`src/rtl/usb_input_if.sv`:
```
// Byte-in / pixel-word-out bundle between the USB receiver, usb_input and the processing unit.
interface usb_input_if #(
  parameter int DEPTH = 4
);
  localparam int LW = $clog2(DEPTH) + 1;

  logic [7:0]    usb_data_in;
  logic          usb_data_valid;
  logic          usb_sof;
  logic          usb_ready;
  logic [23:0]   data_out;
  logic          data_sof;
  logic          data_valid;
  logic          data_ready;
  logic [LW-1:0] fifo_level;
  logic          sync_err;

  modport master (
    output usb_data_in, usb_data_valid, usb_sof, data_ready,
    input  usb_ready, data_out, data_sof, data_valid, fifo_level, sync_err
  );

  modport slave (
    input  usb_data_in, usb_data_valid, usb_sof, data_ready,
    output usb_ready, data_out, data_sof, data_valid, fifo_level, sync_err
  );
endinterface

```
`src/rtl/usb_input.sv`:
```
// Packs 3 USB bytes into a 24-bit pixel word (sof resyncs packing) and buffers it in a FWFT FIFO.
// Word visible one cycle after its third byte; usb_ready drops only at phase 2 with a full FIFO.
module usb_input #(
  parameter int DEPTH = 4
) (
  input logic         clk,
  input logic         rst_n,
  usb_input_if.slave  bus
);
  localparam int AW = $clog2(DEPTH);
  localparam int LW = AW + 1;

  localparam logic [1:0] PH0 = 2'd0;
  localparam logic [1:0] PH1 = 2'd1;
  localparam logic [1:0] PH2 = 2'd2;

  logic [1:0]    phase_q, phase_d;
  logic [7:0]    hi_q, hi_d;
  logic [7:0]    mid_q, mid_d;
  logic          sof_hold_q, sof_hold_d;
  logic [24:0]   mem_q [DEPTH];
  logic [24:0]   mem_d [DEPTH];
  logic [AW-1:0] wr_ptr_q, wr_ptr_d;
  logic [AW-1:0] rd_ptr_q, rd_ptr_d;
  logic [LW-1:0] level_q, level_d;
  logic          sync_err_q, sync_err_d;

  logic usb_ready;
  logic accept;
  logic push;
  logic pop;

  // Ready looks only at registered state so it never chains through data_ready.
  assign usb_ready = !((phase_q == PH2) && (level_q == LW'(DEPTH)));
  assign accept    = bus.usb_data_valid && usb_ready;
  assign pop       = (level_q != '0) && bus.data_ready;

  always_comb begin
    phase_d    = phase_q;
    hi_d       = hi_q;
    mid_d      = mid_q;
    sof_hold_d = sof_hold_q;
    sync_err_d = sync_err_q;
    push       = 1'b0;

    if (accept) begin
      if (bus.usb_sof && (phase_q != PH0)) begin
        // Frame start mid-word: drop the partial bytes and restart at this byte.
        hi_d       = bus.usb_data_in;
        sof_hold_d = 1'b1;
        phase_d    = PH1;
        sync_err_d = 1'b1;
      end else begin
        case (phase_q)
          PH0: begin
            hi_d       = bus.usb_data_in;
            sof_hold_d = bus.usb_sof;
            phase_d    = PH1;
          end
          PH1: begin
            mid_d   = bus.usb_data_in;
            phase_d = PH2;
          end
          default: begin
            push    = 1'b1;
            phase_d = PH0;
          end
        endcase
      end
    end
  end

  always_comb begin
    mem_d    = mem_q;
    wr_ptr_d = wr_ptr_q;
    rd_ptr_d = rd_ptr_q;
    level_d  = level_q;

    if (push) begin
      mem_d[wr_ptr_q] = {sof_hold_q, hi_q, mid_q, bus.usb_data_in};
      wr_ptr_d        = wr_ptr_q + 1'b1;
    end
    if (pop) begin
      rd_ptr_d = rd_ptr_q + 1'b1;
    end
    case ({push, pop})
      2'b10:   level_d = level_q + 1'b1;
      2'b01:   level_d = level_q - 1'b1;
      default: level_d = level_q;
    endcase
  end

  always_ff @(posedge clk or negedge rst_n) begin
    if (!rst_n) begin
      phase_q    <= PH0;
      hi_q       <= '0;
      mid_q      <= '0;
      sof_hold_q <= 1'b0;
      wr_ptr_q   <= '0;
      rd_ptr_q   <= '0;
      level_q    <= '0;
      sync_err_q <= 1'b0;
      for (int i = 0; i < DEPTH; i++) begin
        mem_q[i] <= '0;
      end
    end else begin
      phase_q    <= phase_d;
      hi_q       <= hi_d;
      mid_q      <= mid_d;
      sof_hold_q <= sof_hold_d;
      wr_ptr_q   <= wr_ptr_d;
      rd_ptr_q   <= rd_ptr_d;
      level_q    <= level_d;
      sync_err_q <= sync_err_d;
      for (int i = 0; i < DEPTH; i++) begin
        mem_q[i] <= mem_d[i];
      end
    end
  end

  assign bus.usb_ready  = usb_ready;
  assign bus.data_out   = mem_q[rd_ptr_q][23:0];
  assign bus.data_sof   = mem_q[rd_ptr_q][24];
  assign bus.data_valid = (level_q != '0);
  assign bus.fifo_level = level_q;
  assign bus.sync_err   = sync_err_q;
endmodule

```
`src/flat_wrapper.sv`:
```
// flat-port wrapper written by rule: the top's interface ports become plain ports
module usb_input_flat 
#(
  parameter int DEPTH = 4
)
  (clk, rst_n, bus_usb_data_in, bus_usb_data_valid, bus_usb_sof, bus_data_ready, bus_usb_ready, bus_data_out, bus_data_sof, bus_data_valid, bus_fifo_level, bus_sync_err);
  usb_input_if #(.DEPTH(DEPTH)) bus_i ();
  input logic clk;
  input logic rst_n;
  input wire logic [$bits(bus_i.usb_data_in)-1:0] bus_usb_data_in;
  input wire logic [$bits(bus_i.usb_data_valid)-1:0] bus_usb_data_valid;
  input wire logic [$bits(bus_i.usb_sof)-1:0] bus_usb_sof;
  input wire logic [$bits(bus_i.data_ready)-1:0] bus_data_ready;
  output wire logic [$bits(bus_i.usb_ready)-1:0] bus_usb_ready;
  output wire logic [$bits(bus_i.data_out)-1:0] bus_data_out;
  output wire logic [$bits(bus_i.data_sof)-1:0] bus_data_sof;
  output wire logic [$bits(bus_i.data_valid)-1:0] bus_data_valid;
  output wire logic [$bits(bus_i.fifo_level)-1:0] bus_fifo_level;
  output wire logic [$bits(bus_i.sync_err)-1:0] bus_sync_err;
  assign bus_i.usb_data_in = bus_usb_data_in;
  assign bus_i.usb_data_valid = bus_usb_data_valid;
  assign bus_i.usb_sof = bus_usb_sof;
  assign bus_i.data_ready = bus_data_ready;
  assign bus_usb_ready = bus_i.usb_ready;
  assign bus_data_out = bus_i.data_out;
  assign bus_data_sof = bus_i.data_sof;
  assign bus_data_valid = bus_i.data_valid;
  assign bus_fifo_level = bus_i.fifo_level;
  assign bus_sync_err = bus_i.sync_err;
  usb_input #(.DEPTH(DEPTH)) u_core (.clk(clk), .rst_n(rst_n), .bus(bus_i));
endmodule
```
`config.mk`:
```
export PLATFORM = sky130hd
export DESIGN_NAME = usb_input_flat
export DESIGN_NICKNAME = d
export VERILOG_FILES = /design/src/rtl/usb_input_if.sv /design/src/rtl/usb_input.sv /design/src/flat_wrapper.sv
export SDC_FILE = /design/constraint.sdc
export NUM_CORES = 1
export LEC_CHECK = 0
export ABC_CLOCK_PERIOD_IN_PS = 3700
export CAP_MARGIN = 20
export CORE_ASPECT_RATIO = 2
export CORE_UTILIZATION = 63
export DETAILED_ROUTE_END_ITERATION = 8
export GPL_TIMING_DRIVEN = 0
export PLACE_DENSITY = 0.85
export SLEW_MARGIN = 15
export SYNTH_ARGS = -nofsm -noshare
export SYNTH_HDL_FRONTEND = slang
export SYNTH_SLANG_ARGS = --single-unit
export TNS_END_PERCENT = 50
```
`constraint.sdc`:
```
create_clock -name clk -period 3.7 [get_ports clk]
set_input_delay 0.74 -clock clk [delete_from_list [all_inputs] [get_ports clk]]
set_output_delay 0.74 -clock clk [all_outputs]
set_load 0.01 [all_outputs]
```
==> reports/qor.csv, run 1 <==
stage,metric,value,unit
clock_tree,numCtsBuffers,17,
pwr,switching_share,0.295,
worst_setup_path,r2r_cells,8,
cells_and_area,final_cell_mix,"dfrtp_1 (127), mux2_4 (80), clkdlybuf4s50_1 (42)",
detailed_routing,detail-route-antenna-nets,0,
clock_tree,cts_resized,0,
detailed_routing,wl,12000,um
pwr,p_sw,0.00188,W
grt,grt_max_degree,91,
worst_setup_path,r2r_start,u_core.bus.fifo_level[0]$_DFFE_PN0P_,
clock_tree,clk_path_buf_depth,2,
worst_setup_path,cp-end-kind,output pin,
timing,fin_crit_sh,0.926,
detailed_routing,vias,3164,
detailed_routing,viasPerCell,6.19,
cells_and_area,layout.nets,415,
placement,place_congestion,0.816,
worst_setup_path,cp-start-kind,register,
outcome,violations,design-rule violations,
grt,grt_pass1_wl,19700,um
timing,period_needed,3430,ps
cells_and_area,syn_to_final_growth,19.9,%
floorplanning,die_w,70.5,um
cells_and_area,drive_gt1_frac,0.482,
clock_tree,insertion_delay,420,ps
hold_path,hp-class,input pin to async pin,
grt,grt-busiest-layer,met2,
synthesis,synth_top_area_cell,dfrtp_1,
floorplanning,initial_core_util,0.651,
clock_tree,cts_tree,yes,
timing,rsz0062_at_grt,no,
placement,placed_cells,479,
synthesis,syn-num-nets,352,
worst_setup_path,crit_type,register to output pin,
worst_setup_path,cp_max_fo,10,
synthesis,synth_top_area_share,0.538,
timing,fin_skew,8.76,ps
grt,overflow,0,
timing,slew_headroom,0.400,
worst_setup_path,cp_data_required_time,2960,ps
worst_setup_path,r2r-end,u_core.bus.fifo_level[2]$_DFFE_PN0P_,
cells_and_area,final_common_cell,dfrtp_1,
clock_tree,cts_hold_buf,0,
synthesis,ys_ff_latch,127,
timing,worst_slack,273,ps
grt,antenna_found_initial,0,
grt,grt_util_all_layers,0.276,
floorplanning,core_area,9070,sq um
cells_and_area,final_cells,511,
pwr,p_seq_frac,0.374,
pwr,power,0.00640,W
detailed_routing,detail_route.wl_per_cell,23.5,um
pwr,p_int,0.00451,W
clock_tree,post_cts_buffers,0,
cells_and_area,fillers,517,
pwr,leakagePower,3.12,nW
timing,worstMarginPinSlew,896,ps
timing,report.final.slew_viol_count,0,
worst_setup_path,cp-endpoint,bus_data_out[6],
timing,final-hold-violation-count,0,
floorplanning,io_pins,44,
timing,fmax,292,MHz
detailed_routing,drt_first_iter_violations,151,
placement,portBuffers,43,
worst_setup_path,crit_slowest_cell,buf_1,
outcome,status,finished with violations,
synthesis,synth_area,5910,sq um
synthesis,yosysWarningCount,0,
worst_setup_path,r2r_slack,1140,ps
floorplanning,std_cell_rows,49,
floorplanning,die_h,139,um
pwr,comb_power_share,0.366,
worst_setup_path,max_stage_delay,590,ps
grt,use_met3,0.0647,
synthesis,ys_seq_area_frac,0.538,
cells_and_area,n_antenna_cell,0,
clock_tree,cts_root_buf,clkbuf_16,
grt,use_met1,0.329,
clock_tree,htreeDepth,4,
clock_tree,clock-sinks,127,
detailed_routing,drc,8,
detailed_routing,drt_first_pass_iters,6,
pwr,peakVddDrop,0.561,mV
pwr,p_clk_frac,0.260,
synthesis,ys_top_cells_by_area,"dfrtp_1 (54%), mux2_4 (20%), mux4_2 (9.5%)",
synthesis,yosysUniqueCellTypes,30,
floorplanning,dieArea,9790,sq um
synthesis,netlist_instances,333,
run,drv_cap,0,
timing,tns,0,ps
clock_tree,cts.clk_slew.worst_paths,60,ps
grt,grt_pass1_vias,3478,
placement,hpwlAfterDp,7770,um
worst_setup_path,crit_chain,"clkbuf_1, buf_1, mux4_2, clkdlybuf4s50_1",
pwr,power.density,903,nW/um^2
worst_setup_path,worstPathArrival,2690,ps
grt,use_met2,0.482,
timing,setup_violations,0,
placement,pre_cts_ws,602,ps
worst_setup_path,crit_start,u_core.rd_ptr_q[1]$_DFFE_PN0P_,
synthesis,avgSynthCellArea,17.7,sq um
[routing by layer]
metal	up-vias	share of wire
met5	-	0
met4	0	0.019
met3	18	0.032
met2	78	0.56
met1	1719	0.39
li1	1349	-
[worst max-delay path, delay by kind of cell, from the launching register on]
| family | cells | cell delay, ps |
|---|---|---|
| buffers and inverters | 3 | 1520 |
| DFF | 1 | 320 |
| muxes | 1 | 430 |
[state kept, by name, summed over array words and instances (netlist names)]
register,flops
u_core.mem_q,100
u_core.hi_q,8
u_core.mid_q,8
u_core.bus.fifo_level,3
u_core.phase_q,2
u_core.rd_ptr_q,2
u_core.wr_ptr_q,2
u_core.bus.sync_err,1
u_core.sof_hold_q,1
[worst min-delay path by stage]
stage                                    start                              endpoint
2_1_floorplan                            rst_n  u_core.bus.fifo_level[0]$_DFFE_PN0P_
3_3_place_gp   u_core.bus.sync_err$_DFFE_PN0P_       u_core.bus.sync_err$_DFFE_PN0P_
3_5_place_dp   u_core.bus.sync_err$_DFFE_PN0P_       u_core.bus.sync_err$_DFFE_PN0P_
4_1_cts                                  rst_n          u_core.mem_q[95]$_DFFE_PN0P_
5_1_grt                                  rst_n          u_core.mem_q[70]$_DFFE_PN0P_
6_report                                 rst_n          u_core.mem_q[70]$_DFFE_PN0P_
[Yosys cell counts (all sizes together)]
cell type	n
mux2	117
a32o	1
buf	13
o31a	1
fa	1
inv	6
a21oi	2
nand2b	2
clkbuf	3
or3	2
nor3b	1
a31o	1
dfrtp	127
or4b	1
o221ai	1
mux2i	2
mux4	25
or2	1
nor2b	1
ha	5
xnor2	3
o2bb2ai	1
nand2	6
nor3	4
nor4b	1
nor2	2
xor2	3
[stage by stage]
step | util | instance area, sq um | hold WS [ps]
after floorplan | - | 5910 | 444
after global placement | 0.712 | 6460 | 450
after detailed placement | 0.716 | 6490 | 465
after CTS | 0.780 | 7080 | 224
after global routing | 0.780 | 7080 | 233
final | 0.780 | 7080 | 215
[cells by family (layout without fill, tap and decap cells)]
logic type,count (synthesis),in the layout,share of synthesized area
mux,144,144,0.373
flops,127,127,0.538
buf+inv,22,98,0.0250
simple gates,21,21,0.0309
compound gates,7,7,0.0104
fa+ha+maj,6,6,0.0140
xor+xnor,6,6,0.00890
[final cells by class]
type | count | area [sq um] | share of cell area
sequential | 127 | 3180 | 0.449
tap | 102 | 128 | 0.0180
clock inverter | 14 | 159 | 0.0224
clock buffer | 18 | 429 | 0.0606
buffer | 16 | 125 | 0.0177
inverter | 6 | 22.5 | 0.00318
multi-input combinational | 184 | 2580 | 0.364
timing repair buffer | 44 | 459 | 0.0649
[power groups by stage]
stage | Combinational [W] | Sequential [W] | Clock (W)
after floorplan | 0.00158 | 0.00226 | 0
after global placement | 0.00227 | 0.00234 | 0
after detailed placement | 0.00234 | 0.00239 | 0
after CTS | 0.00237 | 0.00238 | 0.00167
after global routing | 0.00248 | 0.00246 | 0.00174
final | 0.00234 | 0.00239 | 0.00166
Note: power is estimated with default switching activity, not from simulation.
==> run 2, diff against run 1 <==
--- a/config.mk
+++ b/config.mk
@@ -9,10 +9,11 @@
 export CAP_MARGIN = 20
 export CORE_ASPECT_RATIO = 2
 export CORE_UTILIZATION = 63
+export CTS_CLUSTER_SIZE = 12
 export DETAILED_ROUTE_END_ITERATION = 8
 export GPL_TIMING_DRIVEN = 0
 export PLACE_DENSITY = 0.85
-export SLEW_MARGIN = 15
+export SLEW_MARGIN = 20
 export SYNTH_ARGS = -nofsm -noshare
 export SYNTH_HDL_FRONTEND = slang
 export SYNTH_SLANG_ARGS = --single-unit
==> run 2 against run 1 <==
The run still ends with design-rule violations left; clock skew is 3.4 ps lower; register-to-register slack worse by 30 ps; via count about the same.
==> reports/qor.csv, run 2 (synthesized netlist as in run 1, its figures left out) <==
stage,metric,value,unit
timing,report.final.slew_viol_count,0,
pwr,power.density,915,nW/um^2
floorplanning,initial_core_util,0.651,
grt,grt_util_all_layers,0.280,
worst_setup_path,crit_buf_inv,3,
pwr,leakagePower,3.16,nW
clock_tree,htreeDepth,4,
floorplanning,core_area,9070,sq um
clock_tree,numCtsBuffers,17,
detailed_routing,viasPerCell,6.21,
pwr,switching_share,0.282,
pwr,p_seq_frac,0.369,
floorplanning,die_w,70.5,um
placement,pre_cts_ws,599,ps
floorplanning,dieArea,9790,sq um
worst_setup_path,crit_slowest_cell,buf_1,
worst_setup_path,crit_type,register to output pin,
detailed_routing,wl,12200,um
timing,fin_hold_ws,225,ps
floorplanning,std_cell_rows,49,
timing,worstMarginPinSlew,894,ps
worst_setup_path,cp_data_required_time,2960,ps
clock_tree,cts_root_buf,clkbuf_16,
timing,fin_skew,5.39,ps
detailed_routing,drc,6,
outcome,violations,design-rule violations,
outcome,status,finished with violations,
grt,antenna_found_initial,0,
cells_and_area,stdcell_area,7120,sq um
worst_setup_path,max_stage_delay,640,ps
cells_and_area,largest_register_ffs,100,
clock_tree,cts_hold_buf,0,
timing,final-hold-violation-count,0,
clock_tree,insertion_delay,420,ps
worst_setup_path,cp-end-kind,output pin,
grt,grt_pass1_wl,20100,um
run,drv_cap,0,
worst_setup_path,r2r-end,u_core.bus.fifo_level[2]$_DFFE_PN0P_,
cells_and_area,regMostFlops,u_core.mem_q,
pwr,peakVddDrop,0.546,mV
clock_tree,clk_path_buf_depth,2,
pwr,p_int,0.00468,W
detailed_routing,detail-route-antenna-nets,0,
grt,overflow,0,
detailed_routing,detail_route.wl_per_cell,23.9,um
floorplanning,io_pins,44,
cells_and_area,n_antenna_cell,0,
timing,fin_crit_sh,0.933,
placement,dpl_cell_area,6490,sq um
timing,slew_headroom,0.401,
cells_and_area,syn_to_final_growth,20.6,%
cells_and_area,final_cell_mix,"dfrtp_1 (127), mux2_4 (80), clkdlybuf4s50_1 (42)",
worst_setup_path,cp_max_fo,10,
placement,place_congestion,0.816,
grt,grt_pass1_vias,3546,
pwr,p_sw,0.00184,W
hold_path,hp-class,input pin to async pin,
clock_tree,cts_tree,yes,
grt,grt_max_degree,90,
worst_setup_path,r2r_slack,1110,ps
cells_and_area,drive_gt1_frac,0.483,
pwr,p_clk_frac,0.271,
worst_setup_path,crit_chain,"clkbuf_1, buf_1, mux4_2, clkdlybuf4s50_1",
floorplanning,die_h,139,um
clock_tree,post_cts_buffers,0,
cells_and_area,fillers,504,
worst_setup_path,worstPathArrival,2710,ps
clock_tree,clock-sinks,127,
timing,setup_violations,0,
timing,rsz0062_at_grt,no,
worst_setup_path,cp-start-kind,register,
worst_setup_path,crit_cells,4,
cells_and_area,reg.largest.list,"u_core.mem_q: 100 flops, u_core.hi_q: 8 flops, u_core.mid_q: 8 flops",
clock_tree,cts.clk_slew.worst_paths,50,ps
timing,fmax,290,MHz
detailed_routing,vias,3165,
worst_setup_path,r2r_start,u_core.bus.fifo_level[0]$_DFFE_PN0P_,
worst_setup_path,r2r_cells,8,
cells_and_area,final_cells,510,
cells_and_area,final_common_cell,dfrtp_1,
detailed_routing,drt_first_pass_iters,6,
placement,placed_cells,479,
worst_setup_path,cp_top_family,buffers and inverters,
detailed_routing,drt_first_iter_violations,106,
cells_and_area,layout.nets,415,
timing,period_needed,3450,ps
pwr,comb_power_share,0.361,
placement,hpwlAfterDp,7780,um
timing,worst_slack,247,ps
placement,portBuffers,43,
clock_tree,cts_resized,0,
-- run 2: cell count changes in the layout (fill, tap and decap cells not counted) --
cell        previous run  this run
clkinvlp_4             5         3
clkinv_2               0         4
clkbuf_8               0         3
inv_6                  5         0
clkinv_4               2         0
clkbuf_1               4         3
bufinv_16              2         4
-- run 2: layer usage --
layer | vias up | part of all wire | GRT usage
li1 | 1355 | - | -
met1 | 1711 | 0.39 | 0.338
met2 | 74 | 0.54 | 0.473
met3 | 25 | 0.032 | 0.0676
met4 | 0 | 0.030 | 0.125
met5 | - | 0 | 0
-- run 2: worst max path at each step --
| stage | start | end | slack, ps |
|---|---|---|---|
| 2_1_floorplan | u_core.bus.fifo_level[1]$_DFFE_PN0P_ | u_core.bus.fifo_level[2]$_DFFE_PN0P_ | 1300 |
| 3_3_place_gp | rst_n | u_core.mem_q[36]$_DFFE_PN0P_ | -2670 |
| 3_5_place_dp | bus_usb_sof | u_core.bus.fifo_level[2]$_DFFE_PN0P_ | 600 |
| 4_1_cts | u_core.rd_ptr_q[1]$_DFFE_PN0P_ | bus_data_out[6] | 240 |
| 5_1_grt | u_core.rd_ptr_q[1]$_DFFE_PN0P_ | bus_data_out[6] | 220 |
| 6_report | u_core.rd_ptr_q[1]$_DFFE_PN0P_ | bus_data_out[6] | 250 |
-- run 2: power by group through the flow --
| stage | sequential [W] | clock, W | combinational, W |
|---|---|---|---|
| 2_1_floorplan | 0.00226 | 0 | 0.00158 |
| 3_3_place_gp | 0.00234 | 0 | 0.00227 |
| 3_5_place_dp | 0.00239 | 0 | 0.00234 |
| 4_1_cts | 0.00240 | 0.00178 | 0.00238 |
| 5_1_grt | 0.00247 | 0.00185 | 0.00250 |
| 6_report | 0.00240 | 0.00177 | 0.00235 |
-- run 2: final cells by class --
class | instances | area [sq um] | share of cell area
sequential | 127 | 3180 | 0.446
multi-input combinational | 184 | 2580 | 0.362
clock buffer | 20 | 467 | 0.0655
clock inverter | 11 | 163 | 0.0228
timing repair buffer | 44 | 459 | 0.0645
tap | 102 | 128 | 0.0179
buffer | 16 | 125 | 0.0176
inverter | 6 | 22.5 | 0.00316
-- run 2: metrics by stage --
stage	util	total power (W)	TNS (ps)
3_3_place_gp	0.712	0.00460	-337510
5_1_grt	0.785	0.00681	0
4_1_cts	0.785	0.00655	0
3_5_place_dp	0.716	0.00473	0
6_report	0.785	0.00652	0
2_1_floorplan	-	0.00384	0
==> run 3, diff against run 2 <==
--- a/config.mk
+++ b/config.mk
@@ -9,6 +9,7 @@
 export CAP_MARGIN = 20
 export CORE_ASPECT_RATIO = 2
 export CORE_UTILIZATION = 63
+export CTS_BUF_LIST = sky130_fd_sc_hd__clkbuf_4 sky130_fd_sc_hd__clkbuf_8 sky130_fd_sc_hd__clkbuf_16
 export CTS_CLUSTER_SIZE = 12
 export DETAILED_ROUTE_END_ITERATION = 8
 export GPL_TIMING_DRIVEN = 0
==> results of run 3 <==
No change in the layout: final DEF, timing and power equal those of run 2.
